**src/rtl/ifu_pkg.sv**
```systemverilog
// ifu_pkg: shared constants and types for the instruction fetch unit.
//   IFU_ADDR_W / IFU_DATA_W : default fetch address and instruction widths
//   IFU_NOP                 : instruction substituted on a bus error (addi x0,x0,0)
//   ifu_entry_t             : instruction buffer entry {pc, instr, err}
package ifu_pkg;

    localparam int IFU_ADDR_W = 32;
    localparam int IFU_DATA_W = 32;

    localparam logic [IFU_DATA_W-1:0] IFU_NOP = 32'h0000_0013;

    typedef struct packed {
        logic [IFU_ADDR_W-1:0] pc;
        logic [IFU_DATA_W-1:0] instr;
        logic                  err;
    } ifu_entry_t;

endpackage

```
**src/rtl/ifu_fetch_if.sv**
```systemverilog
// ifu_fetch_if: ICB instruction-memory bus between the fetch stage and memory.
//   cmd_valid/cmd_ready/cmd_addr/cmd_read : read command channel (master drives valid/addr/read)
//   rsp_valid/rsp_ready/rsp_rdata/rsp_err : read response channel (slave drives valid/data/err)
// Modports: master = fetch stage, slave = instruction memory.
interface ifu_fetch_if
    import ifu_pkg::*;
#(
    parameter int ADDR_W = IFU_ADDR_W,
    parameter int DATA_W = IFU_DATA_W
);

    logic              cmd_valid;
    logic              cmd_ready;
    logic [ADDR_W-1:0] cmd_addr;
    logic              cmd_read;
    logic              rsp_valid;
    logic              rsp_ready;
    logic [DATA_W-1:0] rsp_rdata;
    logic              rsp_err;

    modport master (
        output cmd_valid, cmd_addr, cmd_read, rsp_ready,
        input  cmd_ready, rsp_valid, rsp_rdata, rsp_err
    );

    modport slave (
        input  cmd_valid, cmd_addr, cmd_read, rsp_ready,
        output cmd_ready, rsp_valid, rsp_rdata, rsp_err
    );

endinterface

```
**src/rtl/ifu_sync_fifo.sv**
```systemverilog
// ifu_sync_fifo: generic synchronous FIFO with flush.
//   clk, rstn : clock, async active-low reset (clears pointers, count and storage)
//   push, din : write din at tail
//   pop, dout : dout is the head entry; pop advances it
//   flush     : empties the FIFO on the next edge (overrides push/pop)
//   count     : number of stored entries, 0..DEPTH
// DEPTH must be a power of two so the pointers wrap naturally.
// Push while full is legal only together with a pop.
module ifu_sync_fifo #(
    parameter int WIDTH = 32,
    parameter int DEPTH = 2,
    localparam int PTR_W = $clog2(DEPTH),
    localparam int CNT_W = PTR_W + 1
) (
    input  logic             clk,
    input  logic             rstn,
    input  logic             push,
    input  logic             pop,
    input  logic             flush,
    input  logic [WIDTH-1:0] din,
    output logic [WIDTH-1:0] dout,
    output logic [CNT_W-1:0] count
);

    logic [WIDTH-1:0] mem [DEPTH];
    logic [PTR_W-1:0] wr_ptr;
    logic [PTR_W-1:0] rd_ptr;
    logic [CNT_W-1:0] cnt;

    always_ff @(posedge clk or negedge rstn) begin
        if (!rstn) begin
            wr_ptr <= '0;
            rd_ptr <= '0;
            cnt    <= '0;
            for (int i = 0; i < DEPTH; i++) begin
                mem[i] <= '0;
            end
        end else if (flush) begin
            wr_ptr <= '0;
            rd_ptr <= '0;
            cnt    <= '0;
        end else begin
            if (push) begin
                mem[wr_ptr] <= din;
                wr_ptr      <= wr_ptr + 1'b1;
            end
            if (pop) begin
                rd_ptr <= rd_ptr + 1'b1;
            end
            cnt <= cnt + CNT_W'(push) - CNT_W'(pop);
        end
    end

    assign dout  = mem[rd_ptr];
    assign count = cnt;

    a_no_underflow : assert property (@(posedge clk) disable iff (!rstn)
        !(pop && !flush && cnt == '0));
    a_no_overflow : assert property (@(posedge clk) disable iff (!rstn)
        !(push && !pop && !flush && cnt == CNT_W'(DEPTH)));

endmodule

```
**src/rtl/ifu_fetch.sv**
```systemverilog
// ifu_fetch: instruction fetch stage between the PC register and decode.
//   clk, rstn             : clock, async active-low reset
//   pc_ifu_addr           : fetch PC from the PC stage
//   ifu_pc_icb_cmd_ready  : command accepted this cycle, PC stage advances PC+4
//   ctrl_ifu_flush        : redirect, drop buffered and in-flight fetches
//   ctrl_ifu_stall        : issue no new commands
//   icb                   : ICB master port to instruction memory
//   ifu_dec_valid/ready   : decode handshake
//   ifu_dec_instr/pc/err  : head of the instruction buffer
// Each command pushes its PC into an address queue; the matching response pops
// it, so every instruction is delivered with its own PC. Issue is credit-limited
// to DEPTH (in-flight + buffered), which is why the response channel can always
// be ready.
module ifu_fetch
    import ifu_pkg::*;
#(
    parameter int ADDR_W = IFU_ADDR_W,
    parameter int DATA_W = IFU_DATA_W,
    parameter int DEPTH  = 2
) (
    input  logic              clk,
    input  logic              rstn,
    input  logic [ADDR_W-1:0] pc_ifu_addr,
    output logic              ifu_pc_icb_cmd_ready,
    input  logic              ctrl_ifu_flush,
    input  logic              ctrl_ifu_stall,
    ifu_fetch_if.master       icb,
    output logic              ifu_dec_valid,
    input  logic              ifu_dec_ready,
    output logic [DATA_W-1:0] ifu_dec_instr,
    output logic [ADDR_W-1:0] ifu_dec_pc,
    output logic              ifu_dec_err
);

    localparam int CNT_W = $clog2(DEPTH) + 1;
    localparam int ENT_W = $bits(ifu_entry_t);

    logic             run_q;
    logic [CNT_W-1:0] outstd;
    logic [CNT_W-1:0] drop_cnt;
    logic [CNT_W-1:0] buf_cnt;
    logic [CNT_W-1:0] aq_cnt;
    logic [CNT_W:0]   credit_used;

    logic             cmd_valid;
    logic             cmd_hs;
    logic             rsp_hs;
    logic             drop_rsp;
    logic             buf_push;
    logic             buf_pop;

    logic [ADDR_W-1:0] rsp_pc;
    ifu_entry_t        rsp_ent;
    ifu_entry_t        head_ent;

    // run_q keeps the bus quiet for the first edge out of reset.
    always_ff @(posedge clk or negedge rstn) begin
        if (!rstn) begin
            run_q <= 1'b0;
        end else begin
            run_q <= 1'b1;
        end
    end

    assign credit_used = {1'b0, outstd} + {1'b0, buf_cnt};
    assign cmd_valid   = run_q && !ctrl_ifu_flush && !ctrl_ifu_stall
                         && (credit_used < (CNT_W+1)'(DEPTH));

    assign cmd_hs   = cmd_valid && icb.cmd_ready;
    assign rsp_hs   = icb.rsp_valid && icb.rsp_ready;
    assign drop_rsp = rsp_hs && (drop_cnt != '0);
    // A response landing in a flush cycle is stale as well.
    assign buf_push = rsp_hs && !drop_rsp && !ctrl_ifu_flush;
    assign buf_pop  = ifu_dec_valid && ifu_dec_ready;

    assign icb.cmd_valid       = cmd_valid;
    assign icb.cmd_addr        = pc_ifu_addr;
    assign icb.cmd_read        = 1'b1;
    assign icb.rsp_ready       = run_q;
    assign ifu_pc_icb_cmd_ready = cmd_hs;

    always_ff @(posedge clk or negedge rstn) begin
        if (!rstn) begin
            outstd   <= '0;
            drop_cnt <= '0;
        end else begin
            outstd <= outstd + CNT_W'(cmd_hs) - CNT_W'(rsp_hs);
            // No command can issue during flush, so everything still
            // outstanding after this cycle's response must be dropped.
            if (ctrl_ifu_flush) begin
                drop_cnt <= outstd - CNT_W'(rsp_hs);
            end else if (drop_rsp) begin
                drop_cnt <= drop_cnt - 1'b1;
            end
        end
    end

    // The address queue is never flushed: stale fetches still need their
    // slot popped when their responses return.
    ifu_sync_fifo #(
        .WIDTH (ADDR_W),
        .DEPTH (DEPTH)
    ) u_addr_q (
        .clk   (clk),
        .rstn  (rstn),
        .push  (cmd_hs),
        .pop   (rsp_hs),
        .flush (1'b0),
        .din   (pc_ifu_addr),
        .dout  (rsp_pc),
        .count (aq_cnt)
    );

    always_comb begin
        rsp_ent       = '0;
        rsp_ent.pc    = rsp_pc;
        rsp_ent.instr = icb.rsp_err ? IFU_NOP : icb.rsp_rdata;
        rsp_ent.err   = icb.rsp_err;
    end

    ifu_sync_fifo #(
        .WIDTH (ENT_W),
        .DEPTH (DEPTH)
    ) u_instr_buf (
        .clk   (clk),
        .rstn  (rstn),
        .push  (buf_push),
        .pop   (buf_pop),
        .flush (ctrl_ifu_flush),
        .din   (rsp_ent),
        .dout  (head_ent),
        .count (buf_cnt)
    );

    assign ifu_dec_valid = (buf_cnt != '0);
    assign ifu_dec_instr = head_ent.instr;
    assign ifu_dec_pc    = head_ent.pc;
    assign ifu_dec_err   = head_ent.err;

    a_outstd_max : assert property (@(posedge clk) disable iff (!rstn)
        outstd <= CNT_W'(DEPTH));
    a_drop_le_outstd : assert property (@(posedge clk) disable iff (!rstn)
        drop_cnt <= outstd);
    a_addr_q_tracks : assert property (@(posedge clk) disable iff (!rstn)
        aq_cnt == outstd);
    a_no_orphan_rsp : assert property (@(posedge clk) disable iff (!rstn)
        rsp_hs |-> (outstd != '0));

endmodule

```
**src/flat_wrapper.sv**
```systemverilog
// flat-port wrapper written by rule: the top's interface ports become plain ports
module ifu_fetch_flat import ifu_pkg::*;
#(
    parameter int ADDR_W = IFU_ADDR_W,
    parameter int DATA_W = IFU_DATA_W,
    parameter int DEPTH  = 2
)
  (clk, rstn, pc_ifu_addr, ifu_pc_icb_cmd_ready, ctrl_ifu_flush, ctrl_ifu_stall, ifu_dec_valid, ifu_dec_ready, ifu_dec_instr, ifu_dec_pc, ifu_dec_err, icb_cmd_valid, icb_cmd_addr, icb_cmd_read, icb_rsp_ready, icb_cmd_ready, icb_rsp_valid, icb_rsp_rdata, icb_rsp_err);
  ifu_fetch_if #(.ADDR_W(ADDR_W), .DATA_W(DATA_W)) icb_i ();
  input  logic clk;
  input  logic rstn;
  input  logic [ADDR_W-1:0] pc_ifu_addr;
  output logic ifu_pc_icb_cmd_ready;
  input  logic ctrl_ifu_flush;
  input  logic ctrl_ifu_stall;
  output logic ifu_dec_valid;
  input  logic ifu_dec_ready;
  output logic [DATA_W-1:0] ifu_dec_instr;
  output logic [ADDR_W-1:0] ifu_dec_pc;
  output logic ifu_dec_err;
  output wire logic [$bits(icb_i.cmd_valid)-1:0] icb_cmd_valid;
  output wire logic [$bits(icb_i.cmd_addr)-1:0] icb_cmd_addr;
  output wire logic [$bits(icb_i.cmd_read)-1:0] icb_cmd_read;
  output wire logic [$bits(icb_i.rsp_ready)-1:0] icb_rsp_ready;
  input wire logic [$bits(icb_i.cmd_ready)-1:0] icb_cmd_ready;
  input wire logic [$bits(icb_i.rsp_valid)-1:0] icb_rsp_valid;
  input wire logic [$bits(icb_i.rsp_rdata)-1:0] icb_rsp_rdata;
  input wire logic [$bits(icb_i.rsp_err)-1:0] icb_rsp_err;
  assign icb_cmd_valid = icb_i.cmd_valid;
  assign icb_cmd_addr = icb_i.cmd_addr;
  assign icb_cmd_read = icb_i.cmd_read;
  assign icb_rsp_ready = icb_i.rsp_ready;
  assign icb_i.cmd_ready = icb_cmd_ready;
  assign icb_i.rsp_valid = icb_rsp_valid;
  assign icb_i.rsp_rdata = icb_rsp_rdata;
  assign icb_i.rsp_err = icb_rsp_err;
  ifu_fetch #(.ADDR_W(ADDR_W), .DATA_W(DATA_W), .DEPTH(DEPTH)) u_core (.clk(clk), .rstn(rstn), .pc_ifu_addr(pc_ifu_addr), .ifu_pc_icb_cmd_ready(ifu_pc_icb_cmd_ready), .ctrl_ifu_flush(ctrl_ifu_flush), .ctrl_ifu_stall(ctrl_ifu_stall), .icb(icb_i), .ifu_dec_valid(ifu_dec_valid), .ifu_dec_ready(ifu_dec_ready), .ifu_dec_instr(ifu_dec_instr), .ifu_dec_pc(ifu_dec_pc), .ifu_dec_err(ifu_dec_err));
endmodule
```
**config.mk**
```make
export PLATFORM = sky130hd
export DESIGN_NAME = ifu_fetch_flat
export DESIGN_NICKNAME = d
export VERILOG_FILES = /design/src/rtl/ifu_pkg.sv /design/src/rtl/ifu_fetch_if.sv /design/src/rtl/ifu_sync_fifo.sv /design/src/rtl/ifu_fetch.sv /design/src/flat_wrapper.sv
export SDC_FILE = /design/constraint.sdc
export NUM_CORES = 1
export LEC_CHECK = 0
export BUFFER_PORTS_ARGS = -buffer_cell sky130_fd_sc_hd__buf_4
export CORE_MARGIN = 10
export CORE_UTILIZATION = 55
export CTS_CLUSTER_DIAMETER = 150
export DETAILED_ROUTE_END_ITERATION = 8
export GPL_ROUTABILITY_DRIVEN = 0
export HOLD_SLACK_MARGIN = 0.06
export PLACE_DENSITY_LB_ADDON = 0.25
export RECOVER_POWER = 100
export SLEW_MARGIN = 20
export SYNTH_ARGS = -nofsm -noshare
export SYNTH_HDL_FRONTEND = slang
export SYNTH_SLANG_ARGS = --single-unit
```
**constraint.sdc**
```tcl
create_clock -name clk -period 3.4 [get_ports clk]
set_input_delay 0.17 -clock clk [delete_from_list [all_inputs] [get_ports clk]]
set_output_delay 0.17 -clock clk [all_outputs]
set_load 0.01 [all_outputs]
```
==> results of run 1 <==
[logic make-up after synthesis]
| logic type | after synthesis | share of synthesized area [%] |
|---|---|---|
| xor+xnor | 10 | 0.8837 |
| flops | 205 | 51.76 |
| mux | 294 | 37.17 |
| fa+ha+maj | 7 | 0.9595 |
| other cells | 1 | 0.03784 |
| buf+inv | 74 | 5.530 |
| compound gates | 1 | 0.07578 |
| simple gates | 50 | 3.585 |
[power groups by stage]
stage | registers [mW] | clock network (mW) | logic [mW]
after floorplan | 3.52 | 0 | 2.19
after global placement | 3.69 | 0 | 3.06
after detailed placement | 3.74 | 0 | 3.15
after CTS | 3.71 | 2.58 | 3.21
after global routing | 3.81 | 2.68 | 3.02
final | 3.71 | 2.52 | 2.76
[cell type report]
class                   count  area share, %
inverters                   6         0.1932
clock inverters             5         0.6761
clock buffers              36          6.042
flip-flops and latches    205          44.01
well taps                 229          2.458
repair buffers            223          12.44
multi-input cells         364          34.18
[layout by cell type, fill, tap and decap left out, drive strengths merged, types with 2 or more instances in the layout]
cell and instances:
nand3b 2, and2 2, clkinv 2, xor2 4, buf 91, bufinv 2, dfrtp 205, nor2 4
or2 4, inv 7, mux2i 2, clkbuf 129, nor2b 31, nor4b 2, conb 2, ha 6
xnor2 6, dlygate4sd3 39, nand3 2, mux2 292
[state kept, by name (all words and copies together), names as in the netlist]
signal                     cells
u_core.drop_cnt                2
u_core.icb.rsp_ready           1
u_core.outstd                  2
u_core.u_addr_q.mem           64
u_core.u_addr_q.rd_ptr         1
u_core.u_addr_q.wr_ptr         1
u_core.u_instr_buf.count       2
u_core.u_instr_buf.mem       130
u_core.u_instr_buf.rd_ptr      1
u_core.u_instr_buf.wr_ptr      1
[worst max path at each step]
stage	slack, ps	start	end
floorplan	930	u_core.u_instr_buf.count[0]$_DFF_PN0_	u_core.outstd[1]$_DFF_PN0_
global placement	780	u_core.u_instr_buf.count[0]$_DFF_PN0_	u_core.u_addr_q.mem[5]$_DFFE_PN0P_
detailed placement	670	u_core.u_instr_buf.count[0]$_DFF_PN0_	u_core.u_addr_q.mem[10]$_DFFE_PN0P_
CTS	650	u_core.u_instr_buf.count[0]$_DFF_PN0_	u_core.u_addr_q.mem[5]$_DFFE_PN0P_
global route	300	u_core.u_instr_buf.count[0]$_DFF_PN0_	u_core.u_addr_q.mem[43]$_DFFE_PN0P_
finish	400	u_core.u_instr_buf.count[0]$_DFF_PN0_	u_core.u_addr_q.mem[43]$_DFFE_PN0P_
[metrics by stage]
| stage | worst slack [ps] | instances |
|---|---|---|
| CTS | 655.0 | 1068 |
| floorplan | 926.9 | 643 |
| global placement | 778.2 | 988 |
| global route | 298.1 | 1068 |
| detailed placement | 670.7 | 988 |
| finish | 397.8 | 1068 |
[what timing repair did]
| action | 4_1_cts | 5_1_grt |
|---|---|---|
| setup endpoints to repair | 0 | 0 |
| endpoints found under the hold margin | 181 | 0 |
| hold buffers | 39 | 0 |
[metal layers]
| layer | track usage (%) | vias to the layer above |
|---|---|---|
| met5 | 0 | - |
| met4 | 3.824 | 0 |
| met3 | 3.993 | 27 |
| met2 | 30.58 | 130 |
| met1 | 22.70 | 2874 |
| li1 | - | 2585 |
[tightest hold or removal path, cell delays in order]
cell,delay (ps)
buf_4,70
nor2b_1,130
mux2_1,130
[synth_stat cells (2+ instances only)]
master,count
nor2b_1,30
xnor2_1,6
mux2_2,177
mux2_1,15
buf_2,9
buf_6,17
ha_1,6
mux2_4,100
buf_4,35
clkbuf_1,7
dfrtp_1,205
or2_2,4
xor2_1,4
and2_1,2
inv_1,6
nor2_1,4
mux2i_1,2
==> run summary, run 1 <==
Setup Fix Bufs, Post-CTS -> 0
number of global-route vias before repair -> 6614
Comb pwr share -> 30.7%
Slew headroom -> -10.80%
Mapped Area -> 0.009911 mm^2
Clock Path Buffers -> 3
Synth top area share -> 51.76%
R2R setup slack -> 400 ps
diodes inserted -> 0
hold_sp -> icb_rsp_rdata[12]
# port buffers -> 172
root buffer selected by CTS -> clkbuf_16
sw frac -> 29.02%
fin area -> 0.01166 mm^2
Async SR Flop Fraction -> 100.0%
initial antenna violation count -> 0
Hold EP -> u_core.u_instr_buf.mem[13]$_DFFE_PN0P_
register area share after synthesis -> 51.76%
CP endpoint kind -> flop
core area -> 0.01784 mm^2
CP cell instances -> and2_0 > fa_1 > nor4b_4 > nand3b_4 > clkbuf_2 > mux2_1
Cell Int Power -> 6.378 mW
Metal-1 WL -> 9.162 mm
worst skew pair latency -> 500 ps
fin nets -> 902
max cap viols -> 2
Yosys top cell by area -> dfrtp_1
crit-path leading delay family -> simple AND/OR/NAND/NOR gates
worst setup path class -> reg2reg
overall power -> 8.985 mW
switching power -> 2.607 mW
placed cell area -> 0.01108 mm^2
RSZ-0062 raised after global routing -> no
Hold WC Path Type -> in2reg
Peak Freq -> 333.1 MHz
CP Depth -> 6
die width -> 154.2 um
Area contributors post-synth -> dfrtp_1, mux2_2, mux2_4
DR top layer -> met4
final worst path period share -> 88.30%
WHS Path Cells -> 3
synth unique cells -> 30
Total Routing Usage GR -> 17.88%
Clock Skews -> 15.29 ps
critical path required time -> 3790 ps
Synth Area per Inst -> 15.44 um^2
EDFF count, synth -> 0
Tmin final -> 3002 ps
critical path arrival -> 3390 ps
Finish-stage setup viols -> 0
Post-CTS Resized -> 0
worst stage delay on the critical path -> 680 ps
post-route DRC violation count -> 0
reg2reg start -> u_core.u_instr_buf.count[0]$_DFF_PN0_
I/O pin total -> 174
# fillers -> 1370
Power Density -> 770.7 mW/mm^2
VDD IR-drop max -> 0.4668 mV
layout cells sized above 1 -> 39.69%
Reg power frac -> 41.2%
initial core utilization -> 55.55%
WL final -> 21.28 mm
CTS Buf Count -> 23
Initial DRC Count -> 164
num rows -> 49
post-layout util -> 65.35%
R2R Path End -> u_core.u_addr_q.mem[43]$_DFFE_PN0P_
slowest CP cell -> clkbuf_2
routed vias -> 5616
hold slack final -> 55.41 ps
grt ovf -> 0
area grow syn2layout -> 17.64%
met3 WL -> 1.040 mm
Setup crit start kind -> flop
antenna-violating nets left -> 0
Routed met2 length -> 10.73 mm
Reg2Reg Depth -> 6
clk sink count -> 205
clock share of power -> 28.1%
area taken by multi-input logic gates -> 0.003985 mm^2
status -> finished, violations left
leakage power -> 5.834 nW
first-pass GRT wire length -> 35.46 mm
Synth Register Bits -> 205
die area -> 0.02379 mm^2
Worst Tran Pin Value -> 1662 ps
H-tree levels -> 1
Reg area -> 0.005131 mm^2
chip height -> 154.2 um
Final Hold Vio Count -> 0
Synth Instances -> 642
first-pass iteration count of the detailed router -> 4
final setup TNS -> 0 ps
dpl hpwl -> 14.10 mm
worst path bufs/invs -> 1
Slew Viols, Final -> 50
failing checks -> capacitance limit, slew limit
clock-pin slew on the worst setup and hold paths -> 60 ps
wire per inst -> 19.93 um
crit path max fanout -> 32
Ys Warns -> 0
ys flop type -> dfrtp_1
vias per cell -> 5.258
TritonCTS clock tree -> yes
pin count of the biggest net entering global routing -> 109
Power figures use the tool's default switching activity.
==> run 2: changes to the inputs <==
==> constraint.sdc (replaced) <==
create_clock -name clk -period 3.4 [get_ports clk]
set_input_delay 0.34 -clock clk [delete_from_list [all_inputs] [get_ports clk]]
set_output_delay 0.34 -clock clk [all_outputs]
set_load 0.01 [all_outputs]
==> run summary, run 2 (synthesis gave the netlist of run 1 again) <==
I/O pin total -> 174
clock-pin slew on the worst setup and hold paths -> 60 ps
dpl hpwl -> 13.99 mm
area grow syn2layout -> 12.81%
placed cell area -> 0.01107 mm^2
TritonCTS clock tree -> yes
hold slack final -> 83.36 ps
critical path required time -> 3060 ps
max cap viols -> 0
first-pass GRT wire length -> 34.04 mm
# fillers -> 1455
Reg2Reg Depth -> 9
overall power -> 8.897 mW
Slew Viols, Final -> 0
Largest register FFs -> 130
layout cells sized above 1 -> 38.69%
first-pass iteration count of the detailed router -> 4
Post-CTS Resized -> 0
Clock Skews -> 11.07 ps
CP cell instances -> clkbuf_4 > mux2_1 > buf_4
Largest regs -> u_core.u_instr_buf.mem: 130 flops, u_core.u_addr_q.mem: 64 flops
initial antenna violation count -> 0
pin count of the biggest net entering global routing -> 103
die width -> 154.2 um
worst setup path class -> reg2out
Setup crit start kind -> flop
antenna-violating nets left -> 0
CTS Buf Count -> 22
fin area -> 0.01118 mm^2
Power Density -> 795.7 mW/mm^2
final worst path period share -> 86.60%
die area -> 0.02379 mm^2
Comb pwr share -> 29.3%
diodes inserted -> 0
RSZ-0062 raised after global routing -> no
root buffer selected by CTS -> clkbuf_16
switching power -> 2.582 mW
worst stage delay on the critical path -> 850 ps
H-tree levels -> 1
WL final -> 20.79 mm
num rows -> 49
Slew headroom -> 25.93%
routed vias -> 5446
area taken by multi-input logic gates -> 0.003869 mm^2
Finish-stage setup viols -> 0
core area -> 0.01784 mm^2
post-route DRC violation count -> 0
CP endpoint kind -> output port
chip height -> 154.2 um
Final Hold Vio Count -> 0
vias per cell -> 5.313
grt ovf -> 0
Clock Path Buffers -> 3
WHS Path Cells -> 2
Reg area -> 0.005130 mm^2
Cell Int Power -> 6.315 mW
Initial DRC Count -> 179
Reg power frac -> 41.0%
Peak Freq -> 339.6 MHz
crit path max fanout -> 58
final setup TNS -> 0 ps
sw frac -> 29.02%
worst skew pair latency -> 490 ps
leakage power -> 5.550 nW
number of global-route vias before repair -> 6385
clk sink count -> 205
critical path arrival -> 2600 ps
status -> complete, no violations
most common cell after layout, fill and taps aside -> dfrtp_1
wire per inst -> 20.28 um
slowest CP cell -> clkbuf_4
initial core utilization -> 55.55%
Total Routing Usage GR -> 17.27%
Worst Tran Pin Value -> 1111 ps
most frequent cells in the layout -> dfrtp_1, mux2_2, mux2_1
Tmin final -> 2944 ps
Hold WC Path Type -> in2reg
# port buffers -> 172
VDD IR-drop max -> 0.4696 mV
clock share of power -> 29.7%
fin nets -> 860
Biggest register -> u_core.u_instr_buf.mem
run 2: cell count changes in the layout (fill, tap and decap cells not counted), sizes merged:
cell         before  now
clkinv            2    6
clkinvlp          0    1
clkbuf          129  119
dlygate4sd3      39    1
bufinv            2    5
inv               7    6
buf              91   89
run 2: stage by stage:
step	util, %	worst slack [ps]	cells
2_1_floorplan	-	926.9	643
3_5_place_dp	62.07	714.6	985
3_3_place_gp	62.07	769.3	985
6_report	62.67	455.6	1025
4_1_cts	66.72	626.1	1025
5_1_grt	62.67	302.8	1025
run 2: power by group through the flow:
stage / registers [mW] / clock network, mW / logic, mW
final: 3.65 / 2.64 / 2.61
after global routing: 3.75 / 2.79 / 2.86
after CTS: 3.67 / 2.70 / 3.21
after detailed placement: 3.70 / 0 / 3.19
after global placement: 3.63 / 0 / 3.09
after floorplan: 3.52 / 0 / 2.19
run 2: metal layers:
layer  GRT usage, %  routed length (um)  vias to the layer above
met4          3.734                 270                        0
met5              0                   0                        -
met2          29.60               10410                      118
li1               -                   -                     2494
met1          22.06                9061                     2809
met3          3.550                1049                       25
run 2: cell type report:
| cell class | instances | area share, % |
|---|---|---|
| clock inverter | 12 | 1.679 |
| inverter | 6 | 0.2014 |
| multi-input combinational | 364 | 34.60 |
| clock buffer | 27 | 5.640 |
| sequential | 205 | 45.88 |
| tap | 229 | 2.563 |
| timing repair buffer | 182 | 9.434 |
run 2: final timing paths:
kind,to,startpoint,slack (ps)
worst max-delay path,ifu_dec_pc[6],u_core.u_instr_buf.rd_ptr$_DFFE_PN0P_,460
worst min-delay path,u_core.u_addr_q.mem[5]$_DFFE_PN0P_,pc_ifu_addr[5],80
worst max register to register,u_core.outstd[1]$_DFF_PN0_,u_core.u_instr_buf.count[0]$_DFF_PN0_,720
worst min register to register,u_core.u_instr_buf.mem[113]$_DFFE_PN0P_,u_core.u_instr_buf.mem[113]$_DFFE_PN0P_,480
max in group asynchronous,u_core.u_instr_buf.mem[123]$_DFFE_PN0P_,rstn,1910
min in group asynchronous,u_core.u_instr_buf.mem[40]$_DFFE_PN0P_,rstn,510
run 2: critical path, delay by kind of cell, from the launching register on:
kind     cells  cell delay (ps)
flops        1              640
buf+inv      2             1010
mux          1              430
run 2: repair_timing:
action                    4_1_cts  5_1_grt
buffers inserted                0        0
hold endpoints to repair      100        0
hold buffers                    1        0
==> run 3: changes to the inputs <==
==> constraint.sdc (replaced) <==
create_clock -name clk -period 3.63 [get_ports clk]
set_input_delay 0.363 -clock clk [delete_from_list [all_inputs] [get_ports clk]]
set_output_delay 0.363 -clock clk [all_outputs]
set_load 0.01 [all_outputs]
==> run summary, run 3 (synthesis gave the netlist of run 1 again) <==
failing checks -> capacitance limit, slew limit
worst skew pair latency -> 510 ps
antenna-violating nets left -> 0
Worst Tran Pin Value -> 1735 ps
pre-CTS setup slack -> 853.6 ps
CTS Buf Count -> 23
Comb pwr share -> 30.1%
Slew Viols, Final -> 93
critical path arrival -> 2480 ps
VDD IR-drop max -> 0.4227 mV
core area -> 0.01784 mm^2
clk sink count -> 205
Peak Freq -> 352.2 MHz
# port buffers -> 172
fin nets -> 862
num rows -> 49
crit path max fanout -> 4
final setup TNS -> 0 ps
wire per inst -> 20.38 um
CP endpoint kind -> output port
CP Depth -> 6
switching power -> 2.427 mW
Tmin final -> 2839 ps
post-layout util -> 62.47%
clock share of power -> 27.3%
dpl hpwl -> 14.20 mm
H-tree levels -> 1
Final Hold Vio Count -> 0
Total Routing Usage GR -> 17.50%
Setup Fix Bufs, Post-CTS -> 0
most frequent cells in the layout -> dfrtp_1, mux2_2, mux2_1
crit-path leading delay family -> simple AND/OR/NAND/NOR gates
Largest regs -> u_core.u_instr_buf.mem: 130 flops, u_core.u_addr_q.mem: 64 flops
die width -> 154.2 um
setup ws final -> 791.1 ps
final worst path period share -> 78.21%
initial antenna violation count -> 0
Cell Int Power -> 5.608 mW
RSZ-0062 raised after global routing -> no
Post-CTS Resized -> 0
WHS Path Cells -> 2
initial core utilization -> 55.55%
worst setup path class -> reg2out
Finish-stage setup viols -> 0
number of global-route vias before repair -> 6478
worst stage delay on the critical path -> 500 ps
die area -> 0.02379 mm^2
Clock Skews -> 23.74 ps
layout cells sized above 1 -> 36.50%
root buffer selected by CTS -> clkbuf_16
routed vias -> 5448
hold slack final -> 88.87 ps
overall power -> 8.035 mW
clock-pin slew on the worst setup and hold paths -> 60 ps
sw frac -> 30.20%
area grow syn2layout -> 12.46%
chip height -> 154.2 um
Initial DRC Count -> 126
Largest register FFs -> 130
Biggest register -> u_core.u_instr_buf.mem
most common cell after layout, fill and taps aside -> dfrtp_1
CP cell instances -> and2_0 > fa_1 > nor4b_4 > nand2_1 > inv_1 > clkbuf_1
Reg power frac -> 42.6%
max cap viols -> 2
I/O pin total -> 174
critical path required time -> 3270 ps
grt ovf -> 0
Clock Path Buffers -> 3
diodes inserted -> 0
first-pass GRT wire length -> 34.67 mm
WL final -> 20.97 mm
slowest CP cell -> fa_1
pin count of the biggest net entering global routing -> 127
Hold WC Path Type -> in2reg
vias per cell -> 5.294
Setup crit start kind -> flop
first-pass iteration count of the detailed router -> 4
Slew headroom -> -15.64%
worst path bufs/invs -> 2
post-route DRC violation count -> 0
status -> finished, violations left
leakage power -> 5.543 nW
Reg2Reg Depth -> 6
Power Density -> 720.9 mW/mm^2
TritonCTS clock tree -> yes
-- run 3: changes by cell type in the layout (fill, tap and decap cells not counted), moves of 2 or more --
| cell | delta |
|---|---|
| mux2_2 | -19 |
| clkbuf_1 | +12 |
| mux2_4 | +10 |
| mux2_1 | +9 |
| bufinv_16 | -5 |
| buf_4 | -4 |
| clkbuf_8 | +3 |
| buf_12 | +2 |
| clkbuf_2 | -2 |
-- run 3: final cells by class --
class                   count  area [um^2]
inverters                   6        22.52
clock buffers              36        694.4
well taps                 229        286.5
repair buffers            183         1070
clock inverters             6        33.78
fillers                  1467         6695
multi-input cells         364         3909
flip-flops and latches    205         5130
-- run 3: final timing paths --
kind,from,slack (ps),end
worst max-delay path,u_core.u_instr_buf.count[0]$_DFF_PN0_,790,ifu_pc_icb_cmd_ready
worst min-delay path,pc_ifu_addr[26],90,u_core.u_addr_q.mem[26]$_DFFE_PN0P_
worst max register to register,u_core.drop_cnt[0]$_DFFE_PN0P_,810,u_core.u_instr_buf.mem[87]$_DFFE_PN0P_
worst min register to register,u_core.u_instr_buf.mem[112]$_DFFE_PN0P_,480,u_core.u_instr_buf.mem[112]$_DFFE_PN0P_
max in group asynchronous,rstn,1120,u_core.u_instr_buf.mem[18]$_DFFE_PN0P_
min in group asynchronous,rstn,390,u_core.u_instr_buf.mem[27]$_DFFE_PN0P_
-- run 3: power by group through the flow --
stage | sequential, mW | combinational (mW) | clock, mW
after floorplan | 3.30 | 2.05 | 0
after global placement | 3.41 | 2.89 | 0
after detailed placement | 3.47 | 2.99 | 0
after CTS | 3.44 | 3.02 | 2.25
after global routing | 3.51 | 2.65 | 2.36
final | 3.42 | 2.42 | 2.19
-- run 3: worst reg2reg max path, cell delays in order, from the launching register on --
cell and delay, ps:
dfrtp_1 360, inv_1 90, ha_1 220, nand4b_1 210, nor2_2 1030, buf_4 410
mux2_2 360
-- run 3: layer usage --
metal  part of all wire, %  track usage (%)
met4                   1.4            3.509
met3                   5.1            3.993
met5                     0                0
met2                    50            30.32
met1                    43            21.91
-- run 3: metrics by stage --
step           cells  area, um^2
5_1_grt         1029       11150
3_5_place_dp     985       11100
3_3_place_gp     985       11100
2_1_floorplan    643        9915
4_1_cts         1027       11830
6_report        1029       11150
-- run 3: repair_timing --
action,CTS,global route
hold endpoints to repair,0,60
hold buffers,0,1
setup endpoints to repair,0,0
